--- src/rtl/matvec_fifo_loader.sv ---
// matvec_fifo_loader
// Fetches NUM_ROWS matrix rows plus one vector word from a memory-mapped read
// port and serialises each word, most-significant element first, into its own
// input FIFO of the MAC array. done pulses once the last byte has been written.
// Optional build macro LOADER_CHECKSUM_EN adds a 16-bit running sum of every
// byte written to the FIFOs.
//
// state     | meaning
// ----------+-------------------------------------------------------------
// IDLE      | waiting for start
// REQ       | mem_read held with mem_address = BASE_ADDR+row until accepted
// WAIT_DATA | read accepted, waiting for mem_readdatavalid
// FILL      | writing the captured word byte by byte into FIFO[row]
// DONE      | one-cycle done pulse, then back to IDLE
module matvec_fifo_loader #(
    parameter int                    DATA_WIDTH = 8,
    parameter int                    NUM_ROWS   = 8,
    parameter int                    ADDR_WIDTH = 32,
    parameter logic [ADDR_WIDTH-1:0] BASE_ADDR  = '0
) (
    input  logic                           clk,
    input  logic                           rst,
    input  logic                           start,
    output logic                           busy,
    output logic                           done,
    output logic [ADDR_WIDTH-1:0]          mem_address,
    output logic                           mem_read,
    input  logic                           mem_waitrequest,
    input  logic [DATA_WIDTH*NUM_ROWS-1:0] mem_readdata,
    input  logic                           mem_readdatavalid,
    output logic [DATA_WIDTH-1:0]          fifo_data,
    output logic [NUM_ROWS:0]              fifo_wrreq,
    input  logic [NUM_ROWS:0]              fifo_wrfull
`ifdef LOADER_CHECKSUM_EN
    ,
    output logic [15:0]                    checksum
`endif
);

    localparam int MW = DATA_WIDTH * NUM_ROWS;
    localparam int RW = $clog2(NUM_ROWS + 1);
    localparam int BW = (NUM_ROWS > 1) ? $clog2(NUM_ROWS) : 1;

    typedef enum logic [2:0] {
        IDLE,
        REQ,
        WAIT_DATA,
        FILL,
        DONE
    } state_t;

    state_t                  state_q;
    logic [RW-1:0]           row_q;
    logic [BW-1:0]           byte_q;
    logic [MW-1:0]           shift_q;
    logic                    busy_q;
    logic                    done_q;
    logic                    mem_read_q;
    logic [ADDR_WIDTH-1:0]   mem_addr_q;
    logic                    wr_en;

    // A write happens whenever FILL is active and the target FIFO has room.
    always_comb begin
        fifo_wrreq = '0;
        wr_en      = (state_q == FILL) && !fifo_wrfull[row_q];
        if (wr_en) begin
            fifo_wrreq[row_q] = 1'b1;
        end
    end

    assign fifo_data   = shift_q[MW-1 -: DATA_WIDTH];
    assign busy        = busy_q;
    assign done        = done_q;
    assign mem_read    = mem_read_q;
    assign mem_address = mem_addr_q;

    // Load sequencer: state, counters, shift register and registered outputs.
    always_ff @(posedge clk or posedge rst) begin
        if (rst) begin
            state_q    <= IDLE;
            row_q      <= '0;
            byte_q     <= '0;
            shift_q    <= '0;
            busy_q     <= 1'b0;
            done_q     <= 1'b0;
            mem_read_q <= 1'b0;
            mem_addr_q <= '0;
        end else begin
            done_q <= 1'b0;
            case (state_q)
                IDLE: begin
                    if (start) begin
                        row_q      <= '0;
                        state_q    <= REQ;
                        busy_q     <= 1'b1;
                        mem_read_q <= 1'b1;
                        mem_addr_q <= BASE_ADDR;
                    end
                end
                REQ: begin
                    if (!mem_waitrequest) begin
                        mem_read_q <= 1'b0;
                        state_q    <= WAIT_DATA;
                    end
                end
                WAIT_DATA: begin
                    if (mem_readdatavalid) begin
                        shift_q <= mem_readdata;
                        byte_q  <= '0;
                        state_q <= FILL;
                    end
                end
                FILL: begin
                    if (wr_en) begin
                        shift_q <= shift_q << DATA_WIDTH;
                        byte_q  <= byte_q + BW'(1);
                        if (byte_q == BW'(NUM_ROWS - 1)) begin
                            if (row_q == RW'(NUM_ROWS)) begin
                                state_q <= DONE;
                                done_q  <= 1'b1;
                            end else begin
                                row_q      <= row_q + RW'(1);
                                state_q    <= REQ;
                                mem_read_q <= 1'b1;
                                mem_addr_q <= BASE_ADDR + ADDR_WIDTH'(row_q + RW'(1));
                            end
                        end
                    end
                end
                DONE: begin
                    state_q <= IDLE;
                    busy_q  <= 1'b0;
                end
                default: begin
                    state_q <= IDLE;
                end
            endcase
        end
    end

`ifdef LOADER_CHECKSUM_EN
    logic [15:0] checksum_q;

    // Running sum of written bytes, restarted when a load is accepted.
    always_ff @(posedge clk or posedge rst) begin
        if (rst) begin
            checksum_q <= '0;
        end else if (state_q == IDLE && start) begin
            checksum_q <= '0;
        end else if (wr_en) begin
            checksum_q <= checksum_q + 16'(fifo_data);
        end
    end

    assign checksum = checksum_q;
`endif

endmodule

--- config.mk ---
export PLATFORM = sky130hd
export DESIGN_NAME = matvec_fifo_loader
export DESIGN_NICKNAME = d
export VERILOG_FILES = /design/src/rtl/matvec_fifo_loader.sv
export SDC_FILE = /design/constraint.sdc
export NUM_CORES = 1
export LEC_CHECK = 0
export CAP_MARGIN = 20
export CORE_UTILIZATION = 48
export DETAILED_ROUTE_END_ITERATION = 6
export GPL_TIMING_DRIVEN = 0
export PLACE_DENSITY = 0.86
export SLEW_MARGIN = 0
export SYNTH_ARGS = -nofsm -noshare
export SYNTH_HDL_FRONTEND = slang
export SYNTH_SLANG_ARGS = --single-unit
--- constraint.sdc ---
create_clock -name clk -period 2.43 [get_ports clk]
set_input_delay 0.243 -clock clk [delete_from_list [all_inputs] [get_ports clk]]
set_output_delay 0.243 -clock clk [all_outputs]
set_load 0.01 [all_outputs]
==> impl_metrics.xml, run 1 <==
<?xml version="1.0" encoding="UTF-8"?>
<metrics>
  <group name="run_status">
    <metric name="status" unit="">complete, but fails checks</metric>
    <metric name="failed_checks" unit="">negative setup slack</metric>
  </group>
  <group name="pwr">
    <metric name="power-per-cell-area" unit="nW/um^2">1250</metric>
    <metric name="total_leakage_power" unit="nW">2.94</metric>
    <metric name="total_power" unit="mW">7.73</metric>
    <metric name="peakVddDrop" unit="uV">659</metric>
  </group>
  <group name="route">
    <metric name="detailroute.via_count" unit="">3104</metric>
    <metric name="drtAntennaViolNets" unit="">0</metric>
    <metric name="routed_via_density" unit="">5.03</metric>
    <metric name="routedWlPerCell" unit="um">16.3</metric>
    <metric name="drt_pass1_iterations" unit="">4</metric>
    <metric name="number_of_drc_violations_after_detailed_routing_iteration_0" unit="">136</metric>
    <metric name="dr_drc_count" unit="">0</metric>
    <metric name="detailed_route_wl" unit="um">10100</metric>
  </group>
  <group name="cts">
    <metric name="cts.sinks" unit="">78</metric>
    <metric name="tritoncts_clock_tree" unit="">built</metric>
    <metric name="clock_insertion_delay_worst_skew" unit="ns">0.34</metric>
    <metric name="number_of_cts_inserted_buffers" unit="">9</metric>
    <metric name="clk_transition_reported_paths" unit="ns">0.09</metric>
    <metric name="clockBufferDepth" unit="">2</metric>
    <metric name="cts-htree-levels" unit="">3</metric>
    <metric name="cts-root-buf" unit="">sky130_fd_sc_hd__clkbuf_8</metric>
  </group>
  <group name="worst_setup_path">
    <metric name="worst-endpoint-arrival" unit="ns">2.21</metric>
    <metric name="reg2reg_slack" unit="ns">0.08</metric>
    <metric name="classification_of_the_worst_setup_path" unit="">flip-flop to output pin</metric>
    <metric name="critPathMostFrequentCell" unit="">sky130_fd_sc_hd__buf_6</metric>
    <metric name="end_kind" unit="">output pin</metric>
    <metric name="cp-endpoint" unit="">fifo_wrreq[5]</metric>
    <metric name="reg2reg_depth" unit="">9</metric>
    <metric name="max_stage_delay" unit="ns">0.39</metric>
    <metric name="crit_path_cell_trace" unit="">buf_6 -&gt; mux2_4 -&gt; a211oi_4 -&gt; a2bb2oi_4 -&gt; nor2_4 -&gt; buf_6 -&gt; and4b_1 -&gt; buf_2</metric>
    <metric name="reg2reg_from" unit="">row_q[0]$_DFFE_PP0P_</metric>
    <metric name="worst_setup_path_startpoint" unit="">row_q[0]$_DFFE_PP0P_</metric>
    <metric name="cp_slowest_cell" unit="">sky130_fd_sc_hd__dfrtp_1</metric>
    <metric name="worstPathMaxFanout" unit="">4</metric>
    <metric name="cp.required" unit="ns">2.19</metric>
    <metric name="worstSetupStartpointType" unit="">flip-flop</metric>
    <metric name="r2r_end" unit="">shift_q[20]$_DFFE_PP0P_</metric>
  </group>
  <group name="logic_synthesis">
    <metric name="netlist_area" unit="um^2">4510</metric>
    <metric name="synth_top_cell_by_area" unit="">sky130_fd_sc_hd__dfrtp_1</metric>
    <metric name="synthFlopType" unit="">sky130_fd_sc_hd__dfrtp_1</metric>
    <metric name="syn-instance-count" unit="">345</metric>
    <metric name="ys_seq_area_frac" unit="">0.432</metric>
    <metric name="yosysUniqueCellTypes" unit="">38</metric>
    <metric name="avgSynthCellArea" unit="um^2">13.1</metric>
    <metric name="ranking_of_synthesized_cells_by_area" unit="">sky130_fd_sc_hd__dfrtp_1, sky130_fd_sc_hd__mux2_2, sky130_fd_sc_hd__mux2_4</metric>
    <metric name="async_flop_share" unit="">1.00</metric>
    <metric name="ys_seq_elements" unit="">78</metric>
    <metric name="synth.yosys.warnings" unit="">0</metric>
    <metric name="post_synth_edffs" unit="">0</metric>
    <metric name="post-synth-top-area-fraction" unit="">0.432</metric>
  </group>
  <group name="global_route">
    <metric name="globalRoute.busiestLayer" unit="">met2</metric>
    <metric name="grt_pass1_wl" unit="um">16000</metric>
    <metric name="grt_pass1_vias" unit="">3210</metric>
    <metric name="grt_use_met3" unit="">0.0241</metric>
    <metric name="global_route.overflow_total" unit="">0</metric>
    <metric name="grt_antenna_before_repair" unit="">0</metric>
    <metric name="global_routing_usage_summed_across_all_routing_layers" unit="">0.210</metric>
    <metric name="grt_util_met1" unit="">0.270</metric>
    <metric name="global_route.usage.met2" unit="">0.359</metric>
    <metric name="grt_max_degree" unit="">45</metric>
  </group>
  <group name="hold_path">
    <metric name="worstHoldPathType" unit="">input pin to async pin</metric>
  </group>
  <group name="layout">
    <metric name="num-fill-cells" unit="">697</metric>
    <metric name="design_area" unit="um^2">6200</metric>
    <metric name="final_net_count" unit="">585</metric>
    <metric name="antenna-diode-count" unit="">0</metric>
    <metric name="drive_gt1_frac" unit="">0.425</metric>
    <metric name="synthToLayoutAreaGrowth" unit="%">37.3</metric>
    <metric name="stdcell_count" unit="">617</metric>
  </group>
  <group name="placed_design">
    <metric name="place.gp.congestion" unit="">0.861</metric>
    <metric name="placed_cells_incl_taps" unit="">585</metric>
    <metric name="post_dp_area" unit="um^2">5790</metric>
    <metric name="numPortBuffers" unit="">102</metric>
    <metric name="post-dp-hpwl" unit="um">7390</metric>
  </group>
  <group name="floorplan">
    <metric name="dieWidth" unit="um">99.0</metric>
    <metric name="io_pins" unit="">130</metric>
    <metric name="core_area" unit="um^2">9150</metric>
    <metric name="die_area" unit="um^2">9790</metric>
    <metric name="placementRows" unit="">35</metric>
    <metric name="fp.dieH" unit="um">99.0</metric>
    <metric name="initial_utilization" unit="">0.493</metric>
  </group>
  <group name="sta">
    <metric name="finalClockSkew" unit="ns">0.0132</metric>
    <metric name="period_needed" unit="ns">2.45</metric>
    <metric name="post-route-period-util" unit="">1.01</metric>
    <metric name="final_critical_path_setup_slack" unit="ns">-0.0208</metric>
    <metric name="grt_setup_unrepaired" unit="">true</metric>
    <metric name="finalHoldViolations" unit="">0</metric>
    <metric name="achievable-frequency" unit="GHz">0.408</metric>
    <metric name="setup_viol" unit="">7</metric>
    <metric name="slew-limit-headroom" unit="">0.313</metric>
    <metric name="finalMaxSlewViolations" unit="">0</metric>
    <metric name="max_slew.worst_pin.slew" unit="ns">1.03</metric>
  </group>
  <group name="job">
    <metric name="max-cap-violations" unit="">0</metric>
  </group>
</metrics>
==> metrics by stage <==
step	TNS, ns	utilization	hold WS, ns	setup slack [ns]
after floorplan	0	-	0.367	0.192
after global placement	-81.89	0.630	0.457	-1.00
after detailed placement	-4.23	0.633	0.463	-0.533
after CTS	-0.0344	0.667	0.275	-0.0344
after global routing	-0.961	0.677	0.317	-0.121
final	-0.0745	0.677	0.271	-0.0208
==> final cells by class <==
| class | instances | area [um^2] | area share |
|---|---|---|---|
| Clock buffer | 10 | 128 | 0.0206 |
| Inverter | 6 | 25.0 | 0.00404 |
| Tap cell | 111 | 139 | 0.0224 |
| Buffer | 57 | 453 | 0.0731 |
| Timing Repair Buffer | 119 | 1130 | 0.182 |
| Clock inverter | 6 | 93.8 | 0.0151 |
| Sequential cell | 78 | 1950 | 0.315 |
| Multi-Input combinational cell | 230 | 2280 | 0.367 |
==> synth_stat cells, types with 3 or more instances <==
cell type	n
sky130_fd_sc_hd__mux2i_1	5
sky130_fd_sc_hd__mux2_4	41
sky130_fd_sc_hd__nand2_1	7
sky130_fd_sc_hd__nand3b_1	3
sky130_fd_sc_hd__mux2_2	75
sky130_fd_sc_hd__nand3_1	4
sky130_fd_sc_hd__clkbuf_1	13
sky130_fd_sc_hd__inv_1	6
sky130_fd_sc_hd__ha_1	6
sky130_fd_sc_hd__nor2_1	5
sky130_fd_sc_hd__buf_4	36
sky130_fd_sc_hd__a21o_1	12
sky130_fd_sc_hd__a21oi_1	5
sky130_fd_sc_hd__dfrtp_1	78
sky130_fd_sc_hd__nor3b_1	8
sky130_fd_sc_hd__buf_12	4
sky130_fd_sc_hd__and3_1	8
==> placed cells by master, fill, tap and decap left out, types with 6 or more instances in the layout <==
cell type and instances:
sky130_fd_sc_hd__buf_12 6, sky130_fd_sc_hd__buf_4 49, sky130_fd_sc_hd__clkbuf_1 11, sky130_fd_sc_hd__clkdlybuf4s50_1 93
sky130_fd_sc_hd__nor3b_1 8, sky130_fd_sc_hd__a21o_1 12, sky130_fd_sc_hd__clkbuf_8 10, sky130_fd_sc_hd__ha_1 6
sky130_fd_sc_hd__and3_1 8, sky130_fd_sc_hd__dfrtp_1 77, sky130_fd_sc_hd__nand2_1 7, sky130_fd_sc_hd__mux2_2 75
sky130_fd_sc_hd__mux2_4 41, sky130_fd_sc_hd__buf_2 12, sky130_fd_sc_hd__conb_1 27
==> worst min-delay path by stage <==
stage | start | endpoint | slack (ns) | cells after the start
CTS | rst | done$_DFF_PP0_ | 0.27 | 2
finish | rst | done$_DFF_PP0_ | 0.27 | 2
detailed placement | shift_q[3]$_DFFE_PP0P_ | shift_q[3]$_DFFE_PP0P_ | 0.46 | 1
floorplan | mem_waitrequest | mem_read$_DFFE_PP0P_ | 0.37 | 2
global route | rst | done$_DFF_PP0_ | 0.32 | 2
global placement | shift_q[3]$_DFFE_PP0P_ | shift_q[3]$_DFFE_PP0P_ | 0.46 | 1
==> cell families after synthesis <==
| logic type | after synthesis | synth area share |
|---|---|---|
| buffers and inverters | 63 | 0.101 |
| multiplexers | 121 | 0.335 |
| adder cells (fa/ha/maj) | 6 | 0.0166 |
| AO/OA/AOI/OAI | 31 | 0.0546 |
| flip-flops | 78 | 0.432 |
| other | 1 | 0.000831 |
| AND/OR/NAND/NOR | 45 | 0.0602 |
==> where the power goes <==
group          switching, mW  total [mW]  leakage (nW)  internal (mW)
sequential             0.321        2.23         0.951           1.91
clock                  0.491        1.08         0.107          0.586
combinational           1.61        4.43          1.88           2.82
total                   2.42        7.73          2.94           5.31
==> repair_timing <==
item / 4_1_cts / 5_1_grt
pin swaps: 5 / 4
resized for setup: 50 / 9
setup endpoints to repair: 9 / 50
cloned: 0 / 1
hold buffers: 0 / 0
buffers inserted: 11 / 5
endpoints found under the hold margin: 0 / 0
==> layer usage <==
metal / share of wire / routed length [um]
met1: 0.43 / 4290
met2: 0.51 / 5170
met3: 0.034 / 344
met4: 0.025 / 251
met5: 0 / 0
==> sequential cells by signal, indices dropped and copies added, names as in the netlist <==
register / count
shift_q: 64
busy: 1
state_q: 3
mem_address: 2
row_q: 3
byte_q: 3
mem_read: 1
done: 1
==> worst max-delay path, delay by kind of cell, from the launching register on <==
kind | cells | cell delay [ns]
AND/OR/NAND/NOR | 2 | 0.35
buffers and inverters | 3 | 0.39
flip-flops | 1 | 0.39
multiplexers | 1 | 0.31
AO/OA/AOI/OAI | 2 | 0.44
No activity file was read; power rests on OpenSTA's default activity.
==> run 2, diff against run 1 <==
--- a/config.mk
+++ b/config.mk
@@ -10,7 +10,6 @@
 export DETAILED_ROUTE_END_ITERATION = 6
 export GPL_TIMING_DRIVEN = 0
 export PLACE_DENSITY = 0.86
-export SLEW_MARGIN = 0
 export SYNTH_ARGS = -nofsm -noshare
 export SYNTH_HDL_FRONTEND = slang
 export SYNTH_SLANG_ARGS = --single-unit
==> results of run 2 <==
The final DEF is identical to that of run 1; final timing and power are the same.
